==> src/rtl/dram_cbr_refresh.sv <==
// CAS-before-RAS refresh scheduler and strobe multiplexer for the fast-RAM DRAM array.
// Acc strobes pass through while idle; refresh cycles run from registered strobes.
module dram_cbr_refresh #(
    parameter int REFRESH_INTERVAL = 108,
    parameter int MAX_PENDING      = 3,
    parameter int RAS_CYCLES       = 2
) (
    input  logic       CLKCPU,
    input  logic       RESETn,
    input  logic       cpu_nas,
    input  logic       acc_nras,
    input  logic       acc_nlcas,
    input  logic       acc_nucas,
    output logic       dram_nras,
    output logic       dram_nlcas,
    output logic       dram_nucas,
    output logic       refresh_hold,
    output logic [1:0] refresh_pending
);

    localparam logic [6:0]     RELOAD   = 7'(REFRESH_INTERVAL - 1);
    localparam logic [1:0]     PEND_MAX = 2'(MAX_PENDING);
    localparam int             RCW      = (RAS_CYCLES > 1) ? $clog2(RAS_CYCLES) : 1;
    localparam logic [RCW-1:0] RAS_LAST = RCW'(RAS_CYCLES - 1);

    typedef enum logic [1:0] {IDLE, CAS, RAS, PRE} state_e;

    state_e         state_q, state_d;
    logic [6:0]     interval_q, interval_d;
    logic [1:0]     pending_q, pending_d;
    logic [RCW-1:0] ras_cnt_q, ras_cnt_d;
    logic           nras_q, nras_d;
    logic           ncas_q, ncas_d;
    logic           hold_q, hold_d;
    logic           strobes_idle;
    logic           expire;
    logic           start;

    assign strobes_idle = acc_nras & acc_nlcas & acc_nucas;
    assign expire       = (interval_q == 7'd0);
    // A saturated debt overrides the wait for a free CPU bus cycle.
    assign start        = (state_q == IDLE) && strobes_idle && (pending_q != 2'd0)
                          && (cpu_nas || (pending_q == PEND_MAX));

    always_ff @(posedge CLKCPU or negedge RESETn) begin
        if (!RESETn) begin
            state_q   <= IDLE;
            ras_cnt_q <= '0;
            nras_q    <= 1'b1;
            ncas_q    <= 1'b1;
            hold_q    <= 1'b0;
        end else begin
            state_q   <= state_d;
            ras_cnt_q <= ras_cnt_d;
            nras_q    <= nras_d;
            ncas_q    <= ncas_d;
            hold_q    <= hold_d;
        end
    end

    always_comb begin
        state_d   = state_q;
        ras_cnt_d = ras_cnt_q;
        unique case (state_q)
            IDLE: begin
                if (start) begin
                    state_d = CAS;
                end
            end
            CAS: begin
                state_d   = RAS;
                ras_cnt_d = '0;
            end
            RAS: begin
                if (ras_cnt_q == RAS_LAST) begin
                    state_d = PRE;
                end else begin
                    ras_cnt_d = ras_cnt_q + 1'b1;
                end
            end
            PRE: begin
                state_d = IDLE;
            end
            default: begin
                state_d = IDLE;
            end
        endcase
    end

    // Strobes and hold are decoded from the next state so they leave a flop cleanly.
    always_comb begin
        nras_d = 1'b1;
        ncas_d = 1'b1;
        hold_d = 1'b0;
        unique case (state_d)
            IDLE: begin
                hold_d = 1'b0;
            end
            CAS: begin
                ncas_d = 1'b0;
                hold_d = 1'b1;
            end
            RAS: begin
                nras_d = 1'b0;
                ncas_d = 1'b0;
                hold_d = 1'b1;
            end
            PRE: begin
                hold_d = 1'b1;
            end
            default: begin
                hold_d = 1'b0;
            end
        endcase
    end

    always_comb begin
        interval_d = expire ? RELOAD : (interval_q - 7'd1);
        pending_d  = pending_q;
        if (expire && !start && (pending_q != PEND_MAX)) begin
            pending_d = pending_q + 2'd1;
        end else if (start && !expire) begin
            pending_d = pending_q - 2'd1;
        end
    end

    always_ff @(posedge CLKCPU or negedge RESETn) begin
        if (!RESETn) begin
            interval_q <= RELOAD;
            pending_q  <= 2'd0;
        end else begin
            interval_q <= interval_d;
            pending_q  <= pending_d;
        end
    end

    // Strobes are forced inactive for the whole time reset is held.
    assign dram_nras       = !RESETn || ((state_q == IDLE) ? acc_nras  : nras_q);
    assign dram_nlcas      = !RESETn || ((state_q == IDLE) ? acc_nlcas : ncas_q);
    assign dram_nucas      = !RESETn || ((state_q == IDLE) ? acc_nucas : ncas_q);
    assign refresh_hold    = hold_q;
    assign refresh_pending = pending_q;

endmodule

==> config.mk <==
export PLATFORM = sky130hd
export DESIGN_NAME = dram_cbr_refresh
export DESIGN_NICKNAME = d
export VERILOG_FILES = /design/src/rtl/dram_cbr_refresh.sv
export SDC_FILE = /design/constraint.sdc
export NUM_CORES = 1
export LEC_CHECK = 0
export ABC_CLOCK_PERIOD_IN_PS = 5800
export CAP_MARGIN = 5
export CORE_MARGIN = 2
export CORE_UTILIZATION = 30
export DETAILED_ROUTE_END_ITERATION = 10
export SLEW_MARGIN = 10
export SYNTH_ARGS = -nofsm -noshare
export SYNTH_HDL_FRONTEND = slang
export SYNTH_SLANG_ARGS = --single-unit
export TNS_END_PERCENT = 50
==> constraint.sdc <==
create_clock -name CLKCPU -period 5.8 [get_ports CLKCPU]
set_input_delay 0.87 -clock CLKCPU [delete_from_list [all_inputs] [get_ports CLKCPU]]
set_output_delay 0.87 -clock CLKCPU [all_outputs]
set_load 0.03 [all_outputs]
==> summary.md <==
| Metric | Value |
|---|---|
| Run status | `completed` |
| Worst skew pair latency | `0.28 ns` |
| Number of remaining DRC errors | `0` |
| Critical Path End Type | `output pin` |
| Tightest slew margin relative to the limit | `0.5410` |
| Most frequently used flop master after synthesis | `dfrtp_1` |
| Sw frac | `0.3694` |
| Detailed-route wire length per cell | `10.73 um` |
| Maximum number of pins on one net before global-route repair | `19` |
| Most area-consuming cells after synthesis | `dfrtp_1 24%, dfstp_2 22%, ha_1 9.1%` |
| Clock-pin slew on the worst setup and hold paths | `about 0.08 ns` |
| Mux contribution to synthesized area | `0.02588` |
| Fraction of layout instances using a drive strength above 1 | `0.1739` |
| DRT Pass-1 Iters | `4` |
| Post-synthesis average cell area | `10.41 um^2` |
| Floorplan Core Area | `2545 um^2` |
| Clock network power share | `0.146` |
| Power density over cell area | `390.0 nW/um^2` |
| Fin crit share | `0.5911` |
| # Post-CTS Setup Buffers | `0` |
| Flops & latches, synth | `15` |
| Hold Fails Final Rpt | `0` |
| Area occupied by registers | `384.1 um^2` |
| Largest family of logic cells by synthesized area | `simple AND/OR/NAND/NOR gates` |
| CTS H-Tree Depth | `1` |
| Worst hold-check path type | `flip-flop to flip-flop` |
| CTS tree | `yes` |
| Power Internal | `around 240 uW` |
| DRC violation total after the first TritonRoute iteration | `8` |
| Reported net switching power | `141.3 uW` |
| Crit path max fanout | `18` |
| Cell area after layout | `about 980 um^2` |
| Sequential-to-total area share from yosys stat | `0.4673` |
| Number of flops mapped to enable cells by yosys | `0` |
| Synth area leader | `dfrtp_1` |
| Slew of the pin with the lowest slew margin | `0.6863 ns` |
| Total number of yosys warnings | `0` |
| Place WS | `between 2 and 2.5 ns` |
| RSZ-0062 raised after global routing | `no` |
| Detail Placement HPWL | `roughly 1.1 mm` |
| Buffers on Ports | `11` |
| Via count of the first global-routing pass | `604` |
| Effective utilization at floorplan | `0.3230` |
| Multi-input combinational cell area | `385.4 um^2` |
| Critical path class | `primary input to output pin` |
| Least setup slack across all paths after layout | `2.372 ns` |
| Synth Area in Compound Gates | `0.1431` |
| Vertical extent of the die | `56.35 um` |
| FP Rows | `18` |
| Total grt overflow | `0` |
| Maximum vdd ir drop | `~0.23 mV` |
| Setup-failing EPs final | `0` |
| Number of top-level pins | `12` |
| Count of instances resized after the clock tree is built | `0` |
| Post-route antenna net violation count | `0` |
| Fillers | `253` |
| Max-slew violation count | `0` |
| Cell count after synthesis | `between 70 and 80` |
| Setup TNS after final layout | `0 ns` |
| Worst-case clock buffer depth | `2` |
| Number of nets in the layout | `105` |
| Layout Utilization | `0.3854` |
| Total vias in the final route | `slightly below 600` |
| Xor and xnor fraction of the mapped netlist area | `0.04262` |
| DP Area | `around 950 um^2` |
| Global-route usage over all layers | `0.1027` |
| Die Wd | `~56 um` |
| Weighted congestion reported at the end of routability-driven placement | `0.7263` |
| Post-CTS Hold Fix Bufs | `0` |
| Vias/cell | `roughly 4.7` |
| Cell area after synthesis | `around 800 um^2` |
| Aggregate routed wire length | `1.309 mm` |
| Number of distinct library cell variants in the gate-level netlist after synthesis | `30` |
| Max frequency | `roughly 290 MHz` |
| Kind of launch point of the worst setup path | `primary input` |
| Number of nets produced by synthesis | `91` |
| Portion of synthesized cell area occupied by the leading cell type | `0.2435` |
| Clock period minus worst slack | `around 3.4 ns` |
| Max-cap viol count | `0` |
| Worst path arrival time | `2.56 ns` |
| Share of flip-flops with an asynchronous set or reset after synthesis | `1.000` |
| Cts bufs inserted | `3` |
| Relative area change from synthesis to final layout | `19.33%` |
| Static Leakage | `0.4341 nW` |
| Clk sink count | `15` |
| Number of antenna violations at the first check in global routing | `0` |
| Global-route wire length before repair | `2.559 mm` |
| Sequential share of power | `0.392` |
| Floorplan die area | `3175 um^2` |
| Combinational cell fraction of total power | `0.462` |
| Final antenna diode count | `0` |
| Worst endpoint required time | `approximately 4.9 ns` |
| Post-synthesis share of cell area spent on full adders, half adders and majority gates | `0.09132` |
| PnR Total Power | `382.6 uW` |
| Post-synthesis simple-gate area fraction | `0.1659` |
| Clk Tree Root Cell | `clkbuf_4` |
| Clock Skew | `approximately 0.00045 ns` |
power by group through the flow:
stage	combinational, mW	sequential, mW	clock (mW)
finish	0.177	0.150	0.0559
global route	0.199	0.155	0.0669
CTS	0.180	0.151	0.0593
detailed placement	0.179	0.152	0
global placement	0.176	0.152	0
floorplan	0.111	0.163	0
through the flow:
| step | hold slack (ns) | instances |
|---|---|---|
| after global routing | 0.5112 | 122 |
| final | 0.4667 | 122 |
| after CTS | 0.4725 | 122 |
| after detailed placement | 0.4522 | 118 |
| after floorplan | 0.4358 | 79 |
| after global placement | 0.4546 | 118 |
worst max-delay path, cell delays in order:
cell	delay, ns
clkdlybuf4s50_1	0.91
nand3_1	0.14
clkdlybuf4s50_1	0.63
registers in the layout, summed over array words and instances (netlist names):
register and flops:
refresh_hold 1, state_q 2, interval_q 7, ras_cnt_q 1
refresh_pending 2, nras_q 1, ncas_q 1
area by class of cell:
class | count | area share
multi-input cells | 52 | 0.3929
clock buffers | 4 | 0.02679
inverters | 10 | 0.03827
flip-flops and latches | 15 | 0.3916
well taps | 30 | 0.03827
repair buffers | 11 | 0.1122
metal layers:
layer / track usage / vias up / share of wire
met1: 0.1180 / 260 / 0.45
met2: 0.1765 / 16 / 0.46
li1: - / 296 / -
met5: 0 / - / 0
met3: 0.01843 / 5 / 0.056
met4: 0.06122 / 0 / 0.028
layout by cell type (no fill, tap or decap), types with 2 or more instances in the layout:
cell type and count:
nand3_1 2, o21ai_0 3, clkdlybuf4s50_1 11, nand2_1 7, a21oi_1 2, nor2_1 6
ha_1 6, nand2b_1 2, o31ai_1 2, o211ai_2 2, xnor2_1 3, clkbuf_4 3
inv_1 10, nor3_1 2, o211ai_1 2, dfstp_2 7, dfrtp_1 8
kinds of logic (layout without fill, tap and decap cells):
family | count (synthesis) | after routing
AND/OR/NAND/NOR | 25 | 25
AO/OA/AOI/OAI | 15 | 15
flip-flops | 15 | 15
buffers and inverters | 12 | 25
adder cells (fa/ha/maj) | 6 | 6
XOR/XNOR | 4 | 4
multiplexers | 2 | 2
cell usage after synthesis, drive strengths merged, types with 2 or more instances:
library cell / instances
or3: 2
o21ai: 3
a21oi: 2
o32a: 2
nor3: 3
o31ai: 2
xnor2: 3
nand2: 7
nand2b: 2
o211ai: 4
nor2: 6
inv: 10
ha: 6
nand3: 2
dfrtp: 8
dfstp: 7
path summary, 6_finish.rpt:
path | slack [ns] | from | endpoint | cells after the start
max | 2.37 | RESETn | dram_nucas | 3
min | 0.47 | interval_q[0] | interval_q[0] | 1
max reg2reg | 3.73 | state_q[0] | ncas_q | 8
min reg2reg | 0.47 | interval_q[0] | interval_q[0] | 1
max in group asynchronous | 4.36 | RESETn | refresh_pending[1] | 1
min in group asynchronous | 1.00 | RESETn | refresh_hold | 1
Power figures use the tool's default switching activity.
